--- src/rtl/tilemap_sequencer.sv ---
// -----------------------------------------------------------------------------
// tilemap_sequencer
//
// Upstream feeder for the tile drawer. On start it walks a MAP_COLS x MAP_ROWS
// tile map held in a synchronous map RAM, in row-major order. For each cell it
// reads the tile index, turns it into a ROM byte address (index * TILE_BYTES),
// and hands the tile to the drawer with a draw request. It then waits for
// drawer_active to rise (acceptance) and fall (tile finished) before moving on.
//
// Build option:
//   SKIP_EMPTY_EN  when defined, a cell holding tile index 0 is treated as
//                  empty. Its position/address outputs are still updated, but
//                  no draw is issued. When undefined, index 0 is drawn like any
//                  other tile.
//
// Ports:
//   clk            system clock, all logic on the rising edge
//   reset          asynchronous, active-high reset
//   start          1-cycle pulse that begins a full map pass (ignored while busy)
//   map_rd_addr    map RAM read address, row*MAP_COLS+col (registered)
//   map_rd_data    map RAM read data, valid one cycle after map_rd_addr changes
//   tile_address   ROM base address of the current tile
//   x_pos, y_pos   pixel origin of the current tile (col*8, row*8)
//   draw           request to the drawer, held until drawer_active is seen high
//   drawer_active  drawer busy flag
//   busy           high from an accepted start until the pass completes
//   done           1-cycle pulse after the last tile completes
// -----------------------------------------------------------------------------
module tilemap_sequencer #(
   parameter int MAP_COLS   = 20,
   parameter int MAP_ROWS   = 15,
   parameter int IDX_W      = 5,
   parameter int TILE_BYTES = 192
) (
   input  logic             clk,
   input  logic             reset,
   input  logic             start,
   output logic [8:0]       map_rd_addr,
   input  logic [IDX_W-1:0] map_rd_data,
   output logic [11:0]      tile_address,
   output logic [7:0]       x_pos,
   output logic [7:0]       y_pos,
   output logic             draw,
   input  logic             drawer_active,
   output logic             busy,
   output logic             done
);

   typedef enum logic [2:0] {
      IDLE,
      RD_ADDR,
      RD_WAIT,
      LATCH,
      ISSUE,
      WAIT_DONE,
      ADVANCE,
      FINISH
   } state_t;

   localparam logic [8:0]  COLS_9   = 9'(MAP_COLS);
   localparam logic [4:0]  LAST_COL = 5'(MAP_COLS - 1);
   localparam logic [4:0]  LAST_ROW = 5'(MAP_ROWS - 1);
   localparam logic [11:0] TBYTES12 = 12'(TILE_BYTES);

   state_t     state;
   logic [4:0] col;
   logic [4:0] row;

   // Row-major cell address into the map RAM.
   function automatic logic [8:0] cell_addr(input logic [4:0] r, input logic [4:0] c);
      return 9'(r) * COLS_9 + 9'(c);
   endfunction

   // ROM base address; products beyond 12 bits wrap silently.
   function automatic logic [11:0] rom_addr(input logic [IDX_W-1:0] idx);
      return 12'(idx) * TBYTES12;
   endfunction

   always_ff @(posedge clk or posedge reset) begin
      if (reset) begin
         state        <= IDLE;
         col          <= '0;
         row          <= '0;
         map_rd_addr  <= '0;
         tile_address <= '0;
         x_pos        <= '0;
         y_pos        <= '0;
         draw         <= 1'b0;
         busy         <= 1'b0;
         done         <= 1'b0;
      end else begin
         case (state)
            IDLE: begin
               done <= 1'b0;
               if (start) begin
                  busy  <= 1'b1;
                  col   <= '0;
                  row   <= '0;
                  state <= RD_ADDR;
               end
            end
            RD_ADDR: begin
               map_rd_addr <= cell_addr(row, col);
               state       <= RD_WAIT;
            end
            // Map RAM registers the new address during this cycle.
            RD_WAIT: begin
               state <= LATCH;
            end
            LATCH: begin
               tile_address <= rom_addr(map_rd_data);
               x_pos        <= {col, 3'b000};
               y_pos        <= {row, 3'b000};
`ifdef SKIP_EMPTY_EN
               if (map_rd_data == '0) begin
                  state <= ADVANCE;
               end else begin
                  draw  <= 1'b1;
                  state <= ISSUE;
               end
`else
               draw  <= 1'b1;
               state <= ISSUE;
`endif
            end
            // Drawer is known idle here, so active high means it took the tile.
            ISSUE: begin
               if (drawer_active) begin
                  draw  <= 1'b0;
                  state <= WAIT_DONE;
               end
            end
            WAIT_DONE: begin
               if (!drawer_active) begin
                  state <= ADVANCE;
               end
            end
            ADVANCE: begin
               if (col == LAST_COL && row == LAST_ROW) begin
                  done  <= 1'b1;
                  state <= FINISH;
               end else begin
                  if (col == LAST_COL) begin
                     col <= '0;
                     row <= row + 5'd1;
                  end else begin
                     col <= col + 5'd1;
                  end
                  state <= RD_ADDR;
               end
            end
            FINISH: begin
               done  <= 1'b0;
               busy  <= 1'b0;
               state <= IDLE;
            end
            default: begin
               state <= IDLE;
            end
         endcase
      end
   end

endmodule

--- config.mk ---
export PLATFORM = sky130hd
export DESIGN_NAME = tilemap_sequencer
export DESIGN_NICKNAME = d
export VERILOG_FILES = /design/src/rtl/tilemap_sequencer.sv
export SDC_FILE = /design/constraint.sdc
export NUM_CORES = 1
export LEC_CHECK = 0
export ABC_AREA = 1
export BUFFER_PORTS_ARGS = -buffer_cell sky130_fd_sc_hd__buf_2
export CORE_UTILIZATION = 57
export CTS_BUF_LIST = sky130_fd_sc_hd__clkbuf_4 sky130_fd_sc_hd__clkbuf_8
export CTS_CLUSTER_SIZE = 40
export DETAILED_ROUTE_END_ITERATION = 7
export MAX_ROUTING_LAYER = met4
export PLACE_DENSITY = 0.82
export SKIP_LAST_GASP = 1
export SLEW_MARGIN = 20
export SYNTH_ARGS = -nofsm -noshare
export SYNTH_HDL_FRONTEND = slang
export SYNTH_SLANG_ARGS = --single-unit
--- constraint.sdc ---
create_clock -name clk -period 2.55 [get_ports clk]
set_clock_uncertainty 0.05 [all_clocks]
set_input_delay 0.3825 -clock clk [delete_from_list [all_inputs] [get_ports clk]]
set_output_delay 0.3825 -clock clk [all_outputs]
set_load 0.005 [all_outputs]
==> metrics <==
Post-Syn Area ~2500 sq um; Async SR Flop Fraction 100%; Synth area leader dfrtp_1; net switching power 0.819 mW; worst-path maximum fanout 8; CTS H-tree depth 2; GPL Wtd Cong 0.862; final non-filler cell area ~2700 sq um; sw frac about two fifths; width of the chip slightly below 70 microns; hold buffer count at CTS 0; largest net degree at the start of global routing 42; Logic pwr share around 36%; DR pass1 iterations 4; clock slew at reported path FFs 0.08 ns; Fmax achieved ~460 MHz; CTS max path bufs 2; area grow syn2layout 10.2%; post-synth top area share 41.1%; Int Power around 1.3 mW; total grt overflow 0; effective utilization at floorplan 61.0%; Placed Area roughly 2700 sq um; top_reg_cell synth dfrtp_1; Die ar. about 4600 sq um; # DRC 0; IO Count 49; Antenna Nets Post-Route 0; Die Y just under 70 microns; final hold vios 0; CTS resizes 0; EDFF count, synth 0; CTS Buf Count 5; count leader, synth nand2_1; Crit. End Element flip-flop; Buffers on Ports 36; pwr/cell area about 760 nW/um^2; RSZ-0062 raised after global routing false; worst path cell trace ha_1, ha_1, fa_1, nand2_1, inv_1, nand4_1, o211ai_1, nand3_1, nand2_1; Critical-path top delay cell fa_1; initial antenna violation count 0; max-capacitance violation count 0; clock period minus final worst setup slack between 2 and 2.5 ns; Post-Synthesis Cells about 290; final setup violation count 0; Seq/Total Area, Yosys about 41%; CTS tree built; GRT Overall Usage a little under a quarter; mean routed wirelength per cell between 10 and 15 microns; R2R Setup Slk between 0.3 and 0.4 ns; diodes inserted 0; layout cells sized above 1 20.7%; slew of the pin with the lowest slew margin about 0.5 ns; CP startpoint kind flip-flop; post-layout net count 361; setup bufs post-CTS 0; vias approximately 2000; Final Max Tran Viols 0; root buffer cell clkbuf_8; Tcrit/Tclk final a little under nine tenths; Clock Latency Late Sink ~0.3 ns; LEAKAGE 1.52 nW; 1st-iter DRT viols around 130; Reg power frac 44.1%; Seq cells post-synth between 40 and 50; first-pass GRT wire length between 7 and 8 mm; Synth Area per Inst ~8.5 sq um; status finished clean; path type of the worst setup path flip-flop to flip-flop; vias in the first global route roughly 1800; top post-synthesis cells by area dfrtp_1 (41%), nand2_1 (13%), ha_1 (8.0%), nand3_1 (5.2%), inv_1 (5.0%); fillcell total around 350; most frequent cells after synthesis nand2_1 (87), dfrtp_1 (41), inv_1 (33); Clock power frac around a fifth; Max VDD drop 0.555 mV; # rows 23; clock sinks 41; drt via density a little over 5; Required @ worst endpoint approximately 2.7 ns; Worst path max stage delay about 0.56 ns; yosys warns 0; Hold Crit Class input pin to asynchronous set/reset pin; Critical Path AT between 2 and 2.5 ns; Relative slew margins approximately 67%; Hold Slack approximately 0.14 ns; setup TNS 0 ns; drt total wl 4.61 mm; synth unique cells 31; Final HPWL DP approximately 3.5 mm; Core Area around 4100 sq um
[critical path: cells and delay by family, from the launching register on]
| kind | cells | cell delay [ns] |
|---|---|---|
| AO/OA/AOI/OAI | 1 | 0.09 |
| buffers and inverters | 1 | 0.06 |
| AND/OR/NAND/NOR | 4 | 0.31 |
| flip-flops | 1 | 0.48 |
| adder cells (fa/ha/maj) | 3 | 1.12 |
[power groups by stage]
stage / sequential (mW) / clock (mW) / combinational (mW)
3_5_place_dp: 0.926 / 0 / 0.750
4_1_cts: 0.916 / 0.432 / 0.755
2_1_floorplan: 0.922 / 0 / 0.553
3_3_place_gp: 0.917 / 0 / 0.732
5_1_grt: 0.935 / 0.453 / 0.854
6_report: 0.916 / 0.418 / 0.742
[path summary, 6_finish.rpt]
kind,startpoint,endpoint,cells after the start
hold reg to reg,tile_address[7]$_DFFE_PP0P_,tile_address[7]$_DFFE_PP0P_,2
setup / recovery,row[1]$_DFFE_PP0P_,map_rd_addr[7]$_DFFE_PP0P_,9
setup reg to reg,row[1]$_DFFE_PP0P_,map_rd_addr[7]$_DFFE_PP0P_,9
max in group asynchronous,reset,state[2]$_DFFE_PP0P_,3
hold / removal,reset,x_pos[3]$_DFFE_PP0P_,3
min in group clk,map_rd_data[0],tile_address[6]$_DFFE_PP0P_,3
[cell families (layout without fill, tap and decap cells)]
logic type | after synthesis | in the layout | share of synthesized area [%]
and+or+nand+nor | 147 | 147 | 28.2
DFF | 41 | 41 | 41.1
AOI/OAI and AO/OA | 28 | 28 | 7.33
xor gates and xnor gates | 6 | 6 | 2.11
buffers and inverters | 52 | 81 | 10.6
other | 1 | 12 | 0.150
adders and majority gates | 19 | 19 | 10.4
[layer usage]
| layer | track usage [%] | wire [microns] | vias up |
|---|---|---|---|
| met5 | - | 0 | - |
| met4 | 9.90 | 84 | 0 |
| met3 | 4.83 | 202 | 10 |
| met2 | 36.8 | 2260 | 52 |
| met1 | 29.1 | 2070 | 882 |
| li1 | - | - | 1004 |
[sequential cells by signal (all words and copies together), names as in the netlist]
signal and count:
map_rd_addr 9, tile_address 6, col 5, row 5, x_pos 5, y_pos 5
state 3, busy 1, done 1, draw 1
[cell usage in the layout, fill, tap and decap left out, drive strengths merged]
cell,instances
a21oi,3
a31oi,2
buf,37
clkbuf,6
clkinv,3
conb,12
dfrtp,41
fa,3
ha,16
inv,35
nand2,89
nand3,30
nand4,9
nor2,14
nor3,3
o211ai,1
o21ai,22
or2,2
xnor2,1
xor2,5
[cell type report]
type,instances,area (sq um),area share (%)
multi-input combinational,212,1240,45.2
sequential,41,1030,37.3
timing repair buffer,37,188,6.83
inverter,36,143,5.19
clock buffer,6,76.3,2.78
tap,50,62.6,2.28
clock inverter,2,10.0,0.364
[through the flow]
step	setup slack [ns]	power, mW	utilization [%]	cells
detailed placement	0.406	1.68	65.2	376
CTS	0.381	2.10	67.3	384
global placement	0.467	1.65	65.2	376
floorplan	0.539	1.48	-	305
global route	0.234	2.24	67.3	384
finish	0.365	2.08	67.3	384
Power figures use the tool's default switching activity.
